===== config.mk =====
export PLATFORM = sky130hd
export DESIGN_NAME = hazard_ctrl
export DESIGN_NICKNAME = d
export VERILOG_FILES = /design/src/rtl/hazard_ctrl.sv
export SDC_FILE = /design/constraint.sdc
export NUM_CORES = 1
export LEC_CHECK = 0
export CORE_MARGIN = 3
export CORE_UTILIZATION = 45
export CTS_BUF_LIST = sky130_fd_sc_hd__clkbuf_4
export DETAILED_ROUTE_END_ITERATION = 7
export GPL_TIMING_DRIVEN = 0
export PLACE_DENSITY = 0.74
export SLEW_MARGIN = 20
export SYNTH_ARGS = -nofsm -noshare
export SYNTH_HDL_FRONTEND = slang
export SYNTH_SLANG_ARGS = --single-unit

===== constraint.sdc =====
create_clock -name clk -period 4.42 [get_ports clk]
set_input_delay 1.326 -clock clk [delete_from_list [all_inputs] [get_ports clk]]
set_output_delay 1.326 -clock clk [all_outputs]
set_load 0.05 [all_outputs]

===== src/rtl/hazard_ctrl.sv =====
// Purpose : five-stage pipeline hazard sequencer; drives stall/flush/PC-write every cycle.
// Latency : controls are combinational from state, counters and inputs (same cycle).
// Backpr. : MEM_Wait freezes the whole pipe; load-use and MDU hazards stall IF/ID and bubble ID/EX.
//
// Ports:
//   reset, clk                  asynchronous active-high reset, rising-edge clock
//   ID_rs, ID_rt, ID_UsesRt     source registers of the ID instruction
//   ID_Jump, ID_MduRead         ID-stage jump and mfhi/mflo indicators
//   EX_MemRead, EX_rt           EX-stage load and its destination register
//   EX_BranchTaken              EX-stage branch resolved taken
//   EX_MduStart                 EX-stage mult/div start
//   MEM_Wait                    data memory not ready
//   PC_Write, IF_stall, IF_flush, ID_EX_flush, Pipe_freeze   pipeline controls
//   Mdu_busy                    HI/LO not yet valid
//   State                       00 BOOT, 01 RUN, 10 FREEZE
//   Stall_cycles, Flush_cycles  saturating performance counters
module hazard_ctrl #(
    parameter int MDU_LATENCY = 32,
    parameter int BOOT_CYCLES = 2
) (
    input  logic        reset,
    input  logic        clk,
    input  logic [4:0]  ID_rs,
    input  logic [4:0]  ID_rt,
    input  logic        ID_UsesRt,
    input  logic        ID_Jump,
    input  logic        ID_MduRead,
    input  logic        EX_MemRead,
    input  logic [4:0]  EX_rt,
    input  logic        EX_BranchTaken,
    input  logic        EX_MduStart,
    input  logic        MEM_Wait,
    output logic        PC_Write,
    output logic        IF_stall,
    output logic        IF_flush,
    output logic        ID_EX_flush,
    output logic        Pipe_freeze,
    output logic        Mdu_busy,
    output logic [1:0]  State,
    output logic [31:0] Stall_cycles,
    output logic [31:0] Flush_cycles
);

    typedef enum logic [1:0] {
        ST_BOOT   = 2'b00,
        ST_RUN    = 2'b01,
        ST_FREEZE = 2'b10
    } state_t;

    localparam logic [3:0] BOOT_INIT = 4'(BOOT_CYCLES - 1);
    localparam logic [7:0] MDU_LOAD  = 8'(MDU_LATENCY);

    state_t      state_q;
    state_t      state_d;
    logic [3:0]  boot_cnt_q;
    logic [7:0]  mdu_cnt_q;
    logic [31:0] stall_cnt_q;
    logic [31:0] flush_cnt_q;

    logic load_use;
    logic mdu_hazard;

    assign Mdu_busy     = (mdu_cnt_q != 8'd0);
    assign State        = state_q;
    assign Stall_cycles = stall_cnt_q;
    assign Flush_cycles = flush_cnt_q;

    // r0 is hardwired zero, so a load targeting it never creates a dependency.
    assign load_use = EX_MemRead && (EX_rt != 5'd0) &&
                      ((EX_rt == ID_rs) || (ID_UsesRt && (EX_rt == ID_rt)));

    // A start sitting in EX right now counts as busy even before the counter loads.
    assign mdu_hazard = ID_MduRead && (Mdu_busy || EX_MduStart);

    // Next-state and control decode. FREEZE decodes exactly like RUN once
    // MEM_Wait drops, so both share one branch.
    always_comb begin
        state_d     = state_q;
        PC_Write    = 1'b0;
        IF_stall    = 1'b0;
        IF_flush    = 1'b0;
        ID_EX_flush = 1'b0;
        Pipe_freeze = 1'b0;

        case (state_q)
            ST_BOOT: begin
                IF_flush    = 1'b1;
                ID_EX_flush = 1'b1;
                if (boot_cnt_q == 4'd0) begin
                    state_d = ST_RUN;
                end
            end
            default: begin
                if (MEM_Wait) begin
                    // Pending branch/jump stays asserted upstream and is
                    // re-evaluated on the release cycle.
                    Pipe_freeze = 1'b1;
                    IF_stall    = 1'b1;
                    state_d     = ST_FREEZE;
                end else begin
                    state_d = ST_RUN;
                    if (EX_BranchTaken) begin
                        IF_flush    = 1'b1;
                        ID_EX_flush = 1'b1;
                        PC_Write    = 1'b1;
                    end else if (load_use || mdu_hazard) begin
                        IF_stall    = 1'b1;
                        ID_EX_flush = 1'b1;
                    end else if (ID_Jump) begin
                        IF_flush = 1'b1;
                        PC_Write = 1'b1;
                    end else begin
                        PC_Write = 1'b1;
                    end
                end
            end
        endcase
    end

    always_ff @(posedge clk or posedge reset) begin
        if (reset) begin
            state_q    <= ST_BOOT;
            boot_cnt_q <= BOOT_INIT;
        end else begin
            state_q <= state_d;
            if (state_q == ST_BOOT && boot_cnt_q != 4'd0) begin
                boot_cnt_q <= boot_cnt_q - 4'd1;
            end
        end
    end

    // The MDU keeps counting through a freeze; only a new start is gated,
    // because a frozen EX instruction will be re-presented on release.
    always_ff @(posedge clk or posedge reset) begin
        if (reset) begin
            mdu_cnt_q <= 8'd0;
        end else if (EX_MduStart && !Pipe_freeze) begin
            mdu_cnt_q <= MDU_LOAD;
        end else if (mdu_cnt_q != 8'd0) begin
            mdu_cnt_q <= mdu_cnt_q - 8'd1;
        end
    end

    always_ff @(posedge clk or posedge reset) begin
        if (reset) begin
            stall_cnt_q <= 32'd0;
            flush_cnt_q <= 32'd0;
        end else if (state_q != ST_BOOT) begin
            if (IF_stall && stall_cnt_q != 32'hFFFF_FFFF) begin
                stall_cnt_q <= stall_cnt_q + 32'd1;
            end
            if (IF_flush && flush_cnt_q != 32'hFFFF_FFFF) begin
                flush_cnt_q <= flush_cnt_q + 32'd1;
            end
        end
    end

endmodule


Word level (Yosys, flattened, before mapping). Index checks and enable logic that the tools add are counted. W data, S select, Z words.

Bits in registers: 78. Input port bits: 24. Output and inout port bits: 72. Logic and storage cells: 58.

$add $sub $neg: 4. Equal/unequal tests: 5. Muxes and demuxes: 23. Reductions and logical operators: 21.

Operator list (number): $add A32 B1 Y32 const B (2); $ne A32 B32 Y1 const B (2); $mux W1 (18); $mux W8 (2); $eq A5 B5 Y1 (2); $logic_and A1 B1 Y1 (8); $reduce_bool A8 Y1 (1); $sub A8 B1 Y8 const B (1); $mux W2 (3); $reduce_bool A5 Y1 (1); $logic_not A4 Y1 (1); $reduce_and A2 Y1 (2); $reduce_bool A2 Y1 (2); $reduce_bool A4 Y1 (1); $sub A4 B1 Y4 const B (1); $logic_or A1 B1 Y1 (3); $logic_not A2 Y1 (1); $ne A2 B2 Y1 const B (1); $logic_not A1 Y1 (1).

Longest topological paths before layout.
Depth in word-level cells: 11. Depth in mapped cells: 9. Depth with buffers taken out: 8.

Worst setup path before layout. Ideal clock, no wire load.

Kind: input to output. Start point: in EX_rt[1]. End point: out PC_Write. Arrival time: 3.259 ns. Required time: 3.094 ns. Path slack: -0.165 ns. Stages: 5. Path buffers: 0. Cell sequence: or4_1 o21ai_1 nand2b_1 a21oi_1 nor3_1.

Word-level cells in the longest chain between the ends: 9. Elaborated cells on any way between the ends: 12. Those cells by class: eq/ne (2); mux (4); reduce/logical (6).

Ends and longest elaborated chain: from (decl) (line 29) `input logic [4:0] EX_rt,`; $eq A5 B5 Y1 (line 70) `((EX_rt == ID_rs) || (ID_UsesRt && (EX_rt == ID_rt)));`; $logic_and A1 B1 Y1 (line 70); $logic_or A1 B1 Y1 (line 70); $logic_and A1 B1 Y1 (*) (line 69) `assign load_use = EX_MemRead && (EX_rt != 5'd0) &&`; $logic_or A1 B1 Y1 (*) (line 106) `end else if (load_use || mdu_hazard) begin`; $mux W1 (*) (line 106); $mux W1 (*) (line 102) `if (EX_BranchTaken) begin`; $mux W1 (*) (line 94) `if (MEM_Wait) begin`; $mux W1 (*) (line 85) `case (state_q)`; to (decl) (line 33) `output logic PC_Write,`.

Mark *: on every way between the ends. The rest lies on a longest branch, timed or not.

Worst setup path after layout.
Start point: in EX_rt[2]. End point: out IF_flush.

Word-level cells in the longest chain between the ends: 9. Elaborated cells on any way between the ends: 12. Those cells by class: eq/ne (2); mux (4); reduce/logical (6).

Ends and longest elaborated chain: $eq A5 B5 Y1 (line 70); $logic_and A1 B1 Y1 (line 70); $logic_or A1 B1 Y1 (line 70); $logic_and A1 B1 Y1 (*) (line 69); $logic_or A1 B1 Y1 (*) (line 106); $mux W1 (*) (line 106); $mux W1 (*) (line 102); $mux W1 (*) (line 94); $mux W1 (*) (line 85); to (decl) (line 35) `output logic IF_flush,`.

Marks and branches as above.

==> flow_summary_export.csv <==
group,metric,value,unit
floorplan,dieArea,0.0104,mm²
grt,grt_pass1_vias,3433,
worst_setup_path,critPathMaxFanout,3,
sta,worst_slew_pin_slew,0.737,ns
power_and_ir_drop,p_int,1.33,mW
power_and_ir_drop,switching_share,0.381,
yosys,synth_ff_type,"dfrtp_1",
placement,portBuffers,95,
clock_tree,cts_tree,"done",
yosys,synth_top_area_share,0.465,
worst_setup_path,worst-setup-path-type,"in -> out",
worst_setup_path,crit_path_end_kind,"primary output",
floorplan,num_io_pins,96,
worst_setup_path,r2r_end,"Stall_cycles[1]$_DFFE_PP0P_",
sta,setup_viol,0,
worst_setup_path,crit_required,3.09,ns
grt,grt_pass1_wl,16.5,mm
yosys,yosysWarnings,0,
final_layout,nFillCells,748,
sta,period_share,0.988,
drt,drt-total-wl,9.81,mm
sta,period_minus_slack,4.37,ns
yosys,avgSynthCellArea,10.4,µm²
sta,report.final.slew_viol_count,0,
clock_tree,cts_buffers,9,
final_layout,final_cells,622,
min_path,holdCritPathClass,"reg -> reg",
outcome,status,"finished, final reports clean",
sta,rsz0062_at_grt,"false",
final_layout,area_growth,32.4,%
power_and_ir_drop,pwr-share-comb,0.345,
final_layout,diodes,0,
drt,viasPerCell,5.47,
drt,postRouteAntennaNets,0,
yosys,synth_seq_cells,78,
power_and_ir_drop,clkPwrFrac,0.231,
placement,dp.cells,602,
yosys,syn_area,0.00415,mm²
drt,drt_first_iter_violations,144,
yosys,synth-edff-count,0,
sta,max_freq,0.229,GHz
worst_setup_path,worstSetupStartpoint,"EX_rt[2]",
placement,gp_congestion,0.845,
clock_tree,numClockSinks,78,
yosys,yosysSeqAreaShare,0.471,
yosys,yosysTopAreaCell,"dfrtp_1",
floorplan,core_region_area,0.00885,mm²
power_and_ir_drop,power.density_cell_area,391,mW/mm²
placement,dp_hpwl,7.23,mm
clock_tree,ctsLongestPathBuffers,2,
final_layout,fin_util,0.620,
worst_setup_path,reg2reg_depth,9,
floorplan,start_util,0.469,
final_layout,drive_gt1_frac,0.115,
drt,wl_per_cell,15.8,µm
yosys,synthTopCellsByCount,"dfrtp_1 (77), xnor2_1 (77), nand4_1 (37), nand3_1 (34), nor2_1 (24)",
drt,drt_pass1_iterations,4,
grt,globalRouteOverflowTotal,0,
clock_tree,path_clk_slew,0.14,ns
power_and_ir_drop,pwr-share-seq,0.424,
power_and_ir_drop,leakage,2.18,nW
drt,route.vias.total,3400,
power_and_ir_drop,ir_drop,485,µV
clock_tree,clk_latency,0.44,ns
yosys,synthesis.nets,427,
grt,grt.total_usage,0.198,
grt,grt_max_degree,44,
yosys,synth_cell_types,52,
grt,antenna_found_initial,0,
sta,hold_viol,0,
floorplan,fp-row-count,34,
worst_setup_path,worstSetupEndpoint,"IF_flush",
yosys,synthArstFlopShare,1.00,
worst_setup_path,crit-reg2reg-launch,"mdu_cnt_q[0]$_DFFE_PP0P_",
drt,drc_errors,0,
worst_setup_path,cp.arrival,3.04,ns
clock_tree,cts_max_level,3,
worst_setup_path,r2r_slack,1.83,ns
yosys,syn_inst,398,
floorplan,fp.dieW,102,µm
clock_tree,root_buffer,"clkbuf_4",
power_and_ir_drop,p_switching,0.818,mW
worst_setup_path,start_kind,"primary input",
final_layout,fin_nets,538,
run,maxCapViolations,0,
yosys,synth_area_leaders,"dfrtp_1 (46%), xnor2_1 (16%), nand4_1 (5.6%)",
sta,skew,0.0220,ns
sta,slew_headroom,0.504,
floorplan,die_y,102,µm
[sequential cells by signal, indices dropped and copies added (netlist names)]
name and flops:
Flush_cycles 32, Stall_cycles 32, mdu_cnt_q 8, boot_cnt_q 4, State 2
[cells by family after synthesis]
group | count (synthesis) | share of synthesized area
AOI/OAI and AO/OA | 16 | 0.0353
xor gates and xnor gates | 79 | 0.167
adders and majority gates | 5 | 0.0151
buffers and inverters | 25 | 0.0320
DFF | 78 | 0.471
muxes | 3 | 0.00905
and+or+nand+nor | 192 | 0.271
[timing repair]
| action | in CTS | in global routing |
|---|---|---|
| pin swaps | 3 | 3 |
| buffers inserted | 4 | 0 |
| hold endpoints to repair | 0 | 0 |
| hold buffers | 0 | 0 |
| resized for setup | 35 | 4 |
| setup endpoints to repair | 4 | 4 |
[final cells by class]
cell class | count | area [µm²] | share of cell area
Buffer | 13 | 91.3 | 0.0166
Tap cell | 108 | 135 | 0.0246
Clock buffer | 10 | 75.1 | 0.0137
Inverter | 12 | 47.5 | 0.00866
Multi-Input combinational cell | 295 | 2110 | 0.385
Clock inverter | 6 | 86.3 | 0.0157
Sequential cell | 78 | 1950 | 0.356
Timing Repair Buffer | 100 | 988 | 0.180
[worst min path at each step]
stage | start | endpoint | cells past startpoint | slack, ns
2_1_floorplan | boot_cnt_q[2]$_DFFE_PP0P_ | boot_cnt_q[2]$_DFFE_PP0P_ | 1 | 0.47
3_3_place_gp | Flush_cycles[23]$_DFFE_PP0P_ | Flush_cycles[23]$_DFFE_PP0P_ | 1 | 0.48
3_5_place_dp | Flush_cycles[17]$_DFFE_PP0P_ | Flush_cycles[17]$_DFFE_PP0P_ | 1 | 0.49
4_1_cts | Flush_cycles[17]$_DFFE_PP0P_ | Flush_cycles[17]$_DFFE_PP0P_ | 1 | 0.51
5_1_grt | Stall_cycles[17]$_DFFE_PP0P_ | Stall_cycles[17]$_DFFE_PP0P_ | 1 | 0.52
6_report | Stall_cycles[26]$_DFFE_PP0P_ | Stall_cycles[26]$_DFFE_PP0P_ | 1 | 0.51
[power by group through the flow]
stage / clock (mW) / combinational (mW) / sequential [mW]
global route: 0.535 / 0.791 / 0.926
CTS: 0.501 / 0.743 / 0.908
detailed placement: 0 / 0.734 / 0.921
global placement: 0 / 0.719 / 0.918
finish: 0.496 / 0.740 / 0.909
floorplan: 0 / 0.316 / 1.09
[through the flow]
stage	instance area [µm²]	hold WS, ns	total power, mW	TNS, ns	setup WS, ns
global route	5490	0.520	2.25	0	0.00118
CTS	5470	0.508	2.15	0	0.0279
global placement	5240	0.482	1.64	-16.97	-1.27
finish	5490	0.505	2.15	0	0.0522
floorplan	4150	0.472	1.41	0	0.0564
detailed placement	5260	0.488	1.65	-3.27	-1.27
[cells in the final DEF (no fill, tap or decap), types with 10 or more instances in the layout]
cell	synthesis	final
clkdlybuf4s50_1	0	86
dfrtp_1	77	77
xnor2_1	77	77
nand4_1	37	37
nand3_1	34	34
nor2_1	24	24
nand2_1	23	23
and3_1	15	15
inv_1	12	11
nor3_1	12	10
clkbuf_4	0	10
[worst max-delay path, stage by stage]
cell	delay [ns]
dlygate4sd2_1	0.28
or4_4	0.54
o21ai_4	0.19
nor3_4	0.07
a21oi_4	0.21
buf_6	0.12
and2b_1	0.14
buf_6	0.16
[metal layers]
metal,wire (µm),global-route usage
met1,4710,0.276
met2,4610,0.323
met3,373,0.0328
met4,121,0.0484
met5,0,0
Power figures use the tool's default switching activity.
